==> src/rtl/riscv_pkg.sv <==
// rtl/riscv_pkg.sv - shared RISC-V constants and PC generator state type
package riscv_pkg;
    localparam int XLEN = 32;

    localparam logic [6:0] OPC_BRANCH = 7'b1100011;
    localparam logic [6:0] OPC_JAL    = 7'b1101111;
    localparam logic [6:0] OPC_JALR   = 7'b1100111;

    typedef enum logic [1:0] {
        S_BOOT,
        S_REQ,
        S_HALT
    } pcg_state_e;
endpackage

==> src/rtl/pc_gen_unit_if.sv <==
// rtl/pc_gen_unit_if.sv - instruction fetch request/grant bundle
interface pc_gen_unit_if #(
    parameter int XLEN = riscv_pkg::XLEN
);
    logic            imem_req;
    logic [XLEN-1:0] imem_addr;
    logic            imem_gnt;

    modport master (output imem_req, output imem_addr, input  imem_gnt);
    modport slave  (input  imem_req, input  imem_addr, output imem_gnt);
endinterface

==> src/rtl/pc_gen_unit_next_pc_calc.sv <==
// rtl/pc_gen_unit_next_pc_calc.sv - next fetch address select and alignment check
module next_pc_calc #(
    parameter int XLEN = 32
) (
    input  logic [XLEN-1:0] pc,
    input  logic [XLEN-1:0] imm,
    input  logic [XLEN-1:0] jalr_base,
    input  logic            pc_gen_out,
    input  logic            jalr_sel,
    output logic [XLEN-1:0] next_pc,
    output logic [XLEN-1:0] pc_plus4,
    output logic            misaligned
);
    logic [XLEN-1:0] branch_target;
    logic [XLEN-1:0] jalr_target;

    assign pc_plus4      = pc + XLEN'(4);
    assign branch_target = pc + imm;
    // JALR drops bit 0 only; bit 1 can still leave the target misaligned.
    assign jalr_target   = (jalr_base + imm) & ~XLEN'(1);

    always_comb begin
        next_pc = pc_plus4;
        if (pc_gen_out) begin
            next_pc = jalr_sel ? jalr_target : branch_target;
        end
    end

    assign misaligned = (next_pc[1:0] != 2'b00);
endmodule

==> src/rtl/pc_gen_unit.sv <==
// rtl/pc_gen_unit.sv - program counter, fetch handshake FSM, instret and fault tracking
module pc_gen_unit #(
    parameter int              XLEN         = 32,
    parameter logic [XLEN-1:0] RESET_VECTOR = '0
) (
    input  logic             clk,
    input  logic             rst,
    input  logic             pc_gen_out,
    input  logic             jalr_sel,
    input  logic [XLEN-1:0]  imm,
    input  logic [XLEN-1:0]  jalr_base,
    input  logic             stall,
    pc_gen_unit_if.master    imem,
    output logic [XLEN-1:0]  pc,
    output logic [XLEN-1:0]  pc_plus4,
    output logic             instr_valid,
    output logic [XLEN-1:0]  instret,
    output logic             misalign_err
);
    import riscv_pkg::*;

    pcg_state_e      state;
    pcg_state_e      state_nxt;
    logic            fetch_req;
    logic            retire;
    logic [XLEN-1:0] next_pc;
    logic            misaligned;

    next_pc_calc #(.XLEN(XLEN)) u_next_pc (
        .pc         (pc),
        .imm        (imm),
        .jalr_base  (jalr_base),
        .pc_gen_out (pc_gen_out),
        .jalr_sel   (jalr_sel),
        .next_pc    (next_pc),
        .pc_plus4   (pc_plus4),
        .misaligned (misaligned)
    );

    always_ff @(posedge clk) begin
        if (rst) begin
            state <= S_BOOT;
        end else begin
            state <= state_nxt;
        end
    end

    always_comb begin
        state_nxt = state;
        fetch_req = 1'b0;
        retire    = 1'b0;
        case (state)
            S_BOOT: state_nxt = S_REQ;
            S_REQ: begin
                fetch_req = 1'b1;
                // A stalled grant is dropped; memory re-delivers the same word.
                retire    = imem.imem_gnt & ~stall;
                if (retire && misaligned) begin
                    state_nxt = S_HALT;
                end
            end
            S_HALT:  state_nxt = S_HALT;
            default: state_nxt = S_BOOT;
        endcase
    end

    always_ff @(posedge clk) begin
        if (rst) begin
            pc           <= RESET_VECTOR;
            instret      <= '0;
            misalign_err <= 1'b0;
        end else if (retire) begin
            instret <= instret + XLEN'(1);
            if (misaligned) begin
                misalign_err <= 1'b1;
            end else begin
                pc <= next_pc;
            end
        end
    end

    assign imem.imem_req  = fetch_req;
    assign imem.imem_addr = pc;
    assign instr_valid    = retire;
endmodule
==> src/flat_wrapper.sv <==
// flat-port wrapper written by rule: the top's interface ports become plain ports
module pc_gen_unit_flat import riscv_pkg::*;
#(
    parameter int              XLEN         = 32,
    parameter logic [XLEN-1:0] RESET_VECTOR = '0
)
  (clk, rst, pc_gen_out, jalr_sel, imm, jalr_base, stall, pc, pc_plus4, instr_valid, instret, misalign_err, imem_imem_req, imem_imem_addr, imem_imem_gnt);
  pc_gen_unit_if #(.XLEN(XLEN)) imem_i ();
  input  logic clk;
  input  logic rst;
  input  logic pc_gen_out;
  input  logic jalr_sel;
  input  logic [XLEN-1:0] imm;
  input  logic [XLEN-1:0] jalr_base;
  input  logic stall;
  output logic [XLEN-1:0] pc;
  output logic [XLEN-1:0] pc_plus4;
  output logic instr_valid;
  output logic [XLEN-1:0] instret;
  output logic misalign_err;
  output wire logic [$bits(imem_i.imem_req)-1:0] imem_imem_req;
  output wire logic [$bits(imem_i.imem_addr)-1:0] imem_imem_addr;
  input wire logic [$bits(imem_i.imem_gnt)-1:0] imem_imem_gnt;
  assign imem_imem_req = imem_i.imem_req;
  assign imem_imem_addr = imem_i.imem_addr;
  assign imem_i.imem_gnt = imem_imem_gnt;
  pc_gen_unit #(.XLEN(XLEN), .RESET_VECTOR(RESET_VECTOR)) u_core (.clk(clk), .rst(rst), .pc_gen_out(pc_gen_out), .jalr_sel(jalr_sel), .imm(imm), .jalr_base(jalr_base), .stall(stall), .imem(imem_i), .pc(pc), .pc_plus4(pc_plus4), .instr_valid(instr_valid), .instret(instret), .misalign_err(misalign_err));
endmodule
==> config.mk <==
export PLATFORM = sky130hd
export DESIGN_NAME = pc_gen_unit_flat
export DESIGN_NICKNAME = d
export VERILOG_FILES = /design/src/rtl/riscv_pkg.sv /design/src/rtl/pc_gen_unit_if.sv /design/src/rtl/pc_gen_unit_next_pc_calc.sv /design/src/rtl/pc_gen_unit.sv /design/src/flat_wrapper.sv
export SDC_FILE = /design/constraint.sdc
export NUM_CORES = 1
export LEC_CHECK = 0
export CAP_MARGIN = 15
export CORE_MARGIN = 10
export CORE_UTILIZATION = 50
export CTS_CLUSTER_DIAMETER = 100
export DETAILED_ROUTE_END_ITERATION = 10
export HOLD_SLACK_MARGIN = 0.05
export MAX_ROUTING_LAYER = met4
export PLACE_DENSITY = 0.88
export SYNTH_ARGS = -nofsm -noshare
export SYNTH_HDL_FRONTEND = slang
export SYNTH_SLANG_ARGS = --single-unit
==> constraint.sdc <==
create_clock -name clk -period 4.1 [get_ports clk]
set_input_delay 0.82 -clock clk [delete_from_list [all_inputs] [get_ports clk]]
set_output_delay 0.82 -clock clk [all_outputs]
set_load 0.02 [all_outputs]
== Yosys cells after proc, flatten, opt, wreduce, memory -nomap -nowiden ==
Cells that the tools add are included.
Operators by class
  add/sub/neg operators: 4
  equal/unequal tests: 3
  multiplexer cells: 6
  bitwise gates (word level): 3
  reduce and logical (&&, ||, !) cells: 5
Operator list (count)
  32-bit adder: 2
  32-bit 2-to-1 mux: 2
  32-bit by 1-bit adder with 32-bit output, second input constant: 1
  32-bit by 3-bit adder with 32-bit output, second input constant: 1
  2-bit case mux with 3 select lines: 1
  2-bit AND reduction: 2
  2-bit by 1-bit == test with 1-bit output, second input constant: 1
  2-bit == test, second input constant: 1
  2-bit logical NOT: 1
  1-bit 2-to-1 mux: 2
  2-bit 2-to-1 mux: 1
  2-bit by 1-bit != test with 1-bit output, second input constant: 1
  1-bit inverter: 2
  2-bit nonzero test: 1
  1-bit bitwise AND: 1
  1-bit logical AND: 1
Word-level totals
  flip-flop bits (word level): 67
  input bits: 70
  output and inout bits: 131
  logic and storage cells: 25

== Longest topological paths before layout ==
  depth in word-level cells: 7
  mapped depth: 11
  mapped depth without buffers: 11

== Hierarchy ==
Synthesis repeated with hierarchy kept, for this count alone.
Unflattened totals
  cell total of the unflattened synthesis: 993
  area total of the unflattened synthesis: 7181.9 um^2
By module, submodules not included
  next_pc_calc: times used 1, cells an instance 622, area each 4103.9 um^2, seq. area each 0.0 um^2
  pc_gen_unit: times used 1, cells an instance 371, area each 3078.0 um^2, seq. area each 1341.3 um^2

== Worst setup path after synthesis ==
Ideal clock, no wire load.
  path type: input -> register
  start point: input imm[0]
  end point: register u_core.pc[26], in the netlist u_core.imem.imem_addr[26]
  setup time: 0.132 ns
  data arrival time: 3.105 ns
  data required time: 3.968 ns
  slack: 0.863 ns
  stages: 11
  buffers on the path: 0
  cells stage by stage: and2_1 fa_1 a21o_1 a221o_1 a221oi_2 o221ai_2 nand2_1 a32oi_2 xor2_1 a221oi_1 nor3_1
On the way
  cells in the longest elaborated chain, start to end: 6
  elaborated cells on any way between the ends: 7
Ends and longest elaborated chain
  from (decl): RTL line flat_wrapper.sv:13  | input logic [XLEN-1:0] imm;
  32-bit adder, on equally long branches: RTL line pc_gen_unit_next_pc_calc.sv:18, pc_gen_unit_next_pc_calc.sv:20
  32-bit 2-to-1 mux (*): RTL line pc_gen_unit_next_pc_calc.sv:25  | next_pc = jalr_sel ? jalr_target : branch_target;
  32-bit 2-to-1 mux (*): RTL line pc_gen_unit_next_pc_calc.sv:24  | if (pc_gen_out) begin
  2-bit nonzero test: RTL line pc_gen_unit_next_pc_calc.sv:29  | assign misaligned = (next_pc[1:0] != 2'b00);
  1-bit inverter (no line)
  2-bit AND reduction (no line)
  to (signal assigned): RTL line pc_gen_unit.sv:77  | pc <= next_pc;
  to (decl): RTL line pc_gen_unit.sv:14  | output logic [XLEN-1:0] pc,
Every way passes the cells marked *; elsewhere a longest branch is shown, timed or not.
A chain may end at the register's enable or synchronous reset.

== Worst setup path in the final report ==
  start point: register u_core.pc[3], in the netlist u_core.imem.imem_addr[3]
  end point: output pc_plus4[30]
On the way
  cells in the longest elaborated chain, start to end: 1
Ends and longest elaborated chain
  32-bit by 3-bit adder with 32-bit output: RTL line pc_gen_unit_next_pc_calc.sv:17  | assign pc_plus4 = pc + XLEN'(4);
  to (decl): RTL line flat_wrapper.sv:17  | output logic [XLEN-1:0] pc_plus4;
No other way between the ends.

==> reports/results.ini <==
[yosys]
synth_area_leader_cell=dfxtp_1
synth_xor_area_frac=0.131
syn_inst=953
yosysSeqAreaShare=0.188
synth.area.mux_share=0.00980
synth_area_per_cell_sq_um=7.50
synth_most_common_cell=nand2_1
synth.distinct_cells=77
synth_nets=1090
synth-edff-count=0
synthTopCellsByCount=nand2_1 (102), a21oi_1 (84), nor2_1 (79), dfxtp_1 (67), ha_1 (65)
ys.flop_type=dfxtp_1
syn_area_sq_mm=0.00715
postSynth.asyncResetShare=0
synth_top_area_frac=0.188
synth.area.top_cells=dfxtp_1 (19%), ha_1 (11%), xnor2_1 (6.7%)
synthSimpleGateAreaFrac=0.226
ys_warn_count=0
synth_compound_area_frac=0.258
synth-seq-cells=67
synth_fa_ha_area_frac=0.119
synth_top_family_by_area=compound AO/OA/AOI/OAI gates

[clocking]
cts_made_buffers=9
clock-root-buffer=clkbuf_16
cts.reportedPaths.clkPinSlew_ns=0.06
clkSinkCount=67
clkLatencyLatePin_ns=0.35
cts_max_level=3
cts-hold-fix-buffers=0
cts_tree=yes
clk_path_buf_depth=2

[global_route]
groute.usage.overall=0.256
grt.overflow.total=0
grt_pass1_vias=7586
grt_max_degree=42
grt_pass1_wl_microns=40400
antenna_found_initial=0

[drt]
first_pass_iters=5
antenna_left=0
wirelength_microns=25700
wl_per_cell_microns=19.7
first_iter_violations=709
drc_errors=0
vias=7881
vias_per_cell=6.06

[floorplan]
die_h_microns=140
die-area_sq_mm=0.0195
initial_utilization=0.513
die_w_microns=140
io_pins=201
num_rows=43
design.core.area_sq_mm=0.0139

[timing]
max_freq_mhz=253
maxSlewHeadroom=0.600
fin_skew_ns=0.00916
final_hold_viol_count=0
rsz0062_at_grt=false
worst_slew_pin_slew_ns=0.595
fin_tns_setup_ns=0
finalCritPeriodShare=0.964
drv_slew=0
layout_min_cycle_time_ns=3.95
setup_violations=0

[layout]
drive_gt1_frac=0.0535
areaGrowthSynthToFinish_pct=31.9
fin_nets=1253
antenna_cells=0
stdcell_count=1301

[placed_design]
dp_cells=1285
place_hpwl_microns=20200
port_buffers=200
place_congestion=1.04

[critical_path]
crit_type=register to primary output
cp_max_fo=6
arrival_ns=3.13
startpoint_type=register
end_kind=primary output
required_ns=3.28

[power_and_ir_drop]
powerDensity_mw_per_mm2=251
p_leak_uw=0.00380
total_power_uw=2360
max-vdd-ir-drop_uv=183

[job]
maxCapViolations=0

[min_path]
hold_path_class=register to register

[outcome]
outcome=finished, final reports clean

[stage by stage]
stage                     hold WS, ns  area, sq um  setup WS (ns)   util
after detailed placement        0.465         9150          0.122  0.657
final                           0.484         9440          0.147  0.677
after floorplan                 0.463         7150          0.863      -
after global placement          0.456         9150          0.189  0.657
after CTS                       0.478         9430         0.0722  0.676
after global routing            0.507         9440         0.0226  0.677
[per-layer routing]
metal / vias to the layer above / track usage / share of wire
li1: 3772 / - / -
met1: 3712 / 0.312 / 0.42
met2: 338 / 0.414 / 0.48
met3: 59 / 0.0500 / 0.071
met4: 0 / 0.0902 / 0.030
met5: - / - / 0
[cells by family (layout without fill, tap and decap cells)]
group	after synthesis	in the layout
AO/OA/AOI/OAI	280	280
XOR/XNOR	107	107
adder cells (fa/ha/maj)	67	67
buffers and inverters	95	263
flip-flops	67	67
multiplexers	7	7
AND/OR/NAND/NOR	330	330
[power breakdown]
part	total, uW	switching, uW	internal [uW]	leakage (uW)
clock network	753	341	413	0.000132
logic	902	507	395	0.00312
registers	709	33.2	676	0.000541
total	2360	880	1480	0.00380
[repair_timing]
action                                 in CTS  in global routing
endpoints found under the hold margin       0                  0
setup endpoints to repair                   0                  4
buffers inserted                            0                  0
gates resized for setup                     0                  2
[critical path, cell delays in order (launching register included)]
cell and delay (ns):
dfxtp_1 0.44, ha_1 0.29, nand3_2 0.20, nor2_4 0.22
and3_1 0.29, and3_1 0.29, nand3_1 0.13, xnor2_1 0.26
clkdlybuf4s50_1 0.66
[cells in the final DEF (no fill, tap or decap), drive strengths merged, types with 25 or more instances in the layout]
cell type	instances
clkdlybuf4s50	199
nand2	102
a21oi	85
nor2	80
dfxtp	67
ha	65
o21ai	62
xnor2	55
xor2	52
nand3	37
a21o	26
and3	25
buf	25
inv	25
[cell type report]
class	count	area [sq um]
multi-input combinational	791	5330
fill	1200	4500
timing repair buffer	224	2180
sequential	67	1340
clock buffer	9	225
tap	180	225
inverter	23	86.3
clock inverter	7	51.3
[worst paths after layout]
kind	from	slack, ns	endpoint	cells past startpoint
max	u_core.imem.imem_addr[3]$_SDFFE_PP0P_	0.15	pc_plus4[30]	8
min	u_core.misalign_err$_SDFFE_PP0P_	0.48	u_core.misalign_err$_SDFFE_PP0P_	2
max reg2reg	u_core.imem.imem_addr[14]$_SDFFE_PP0P_	1.08	u_core.imem.imem_addr[29]$_SDFFE_PP0P_	11
min reg2reg	u_core.misalign_err$_SDFFE_PP0P_	0.48	u_core.misalign_err$_SDFFE_PP0P_	2
[state kept, by name, summed over array words and instances, names as in the netlist]
| register | flops |
|---|---|
| u_core.imem.imem_addr | 32 |
| u_core.instret | 32 |
| u_core.misalign_err | 1 |
| u_core.state | 2 |
Note: power is estimated with default switching activity, not from simulation.
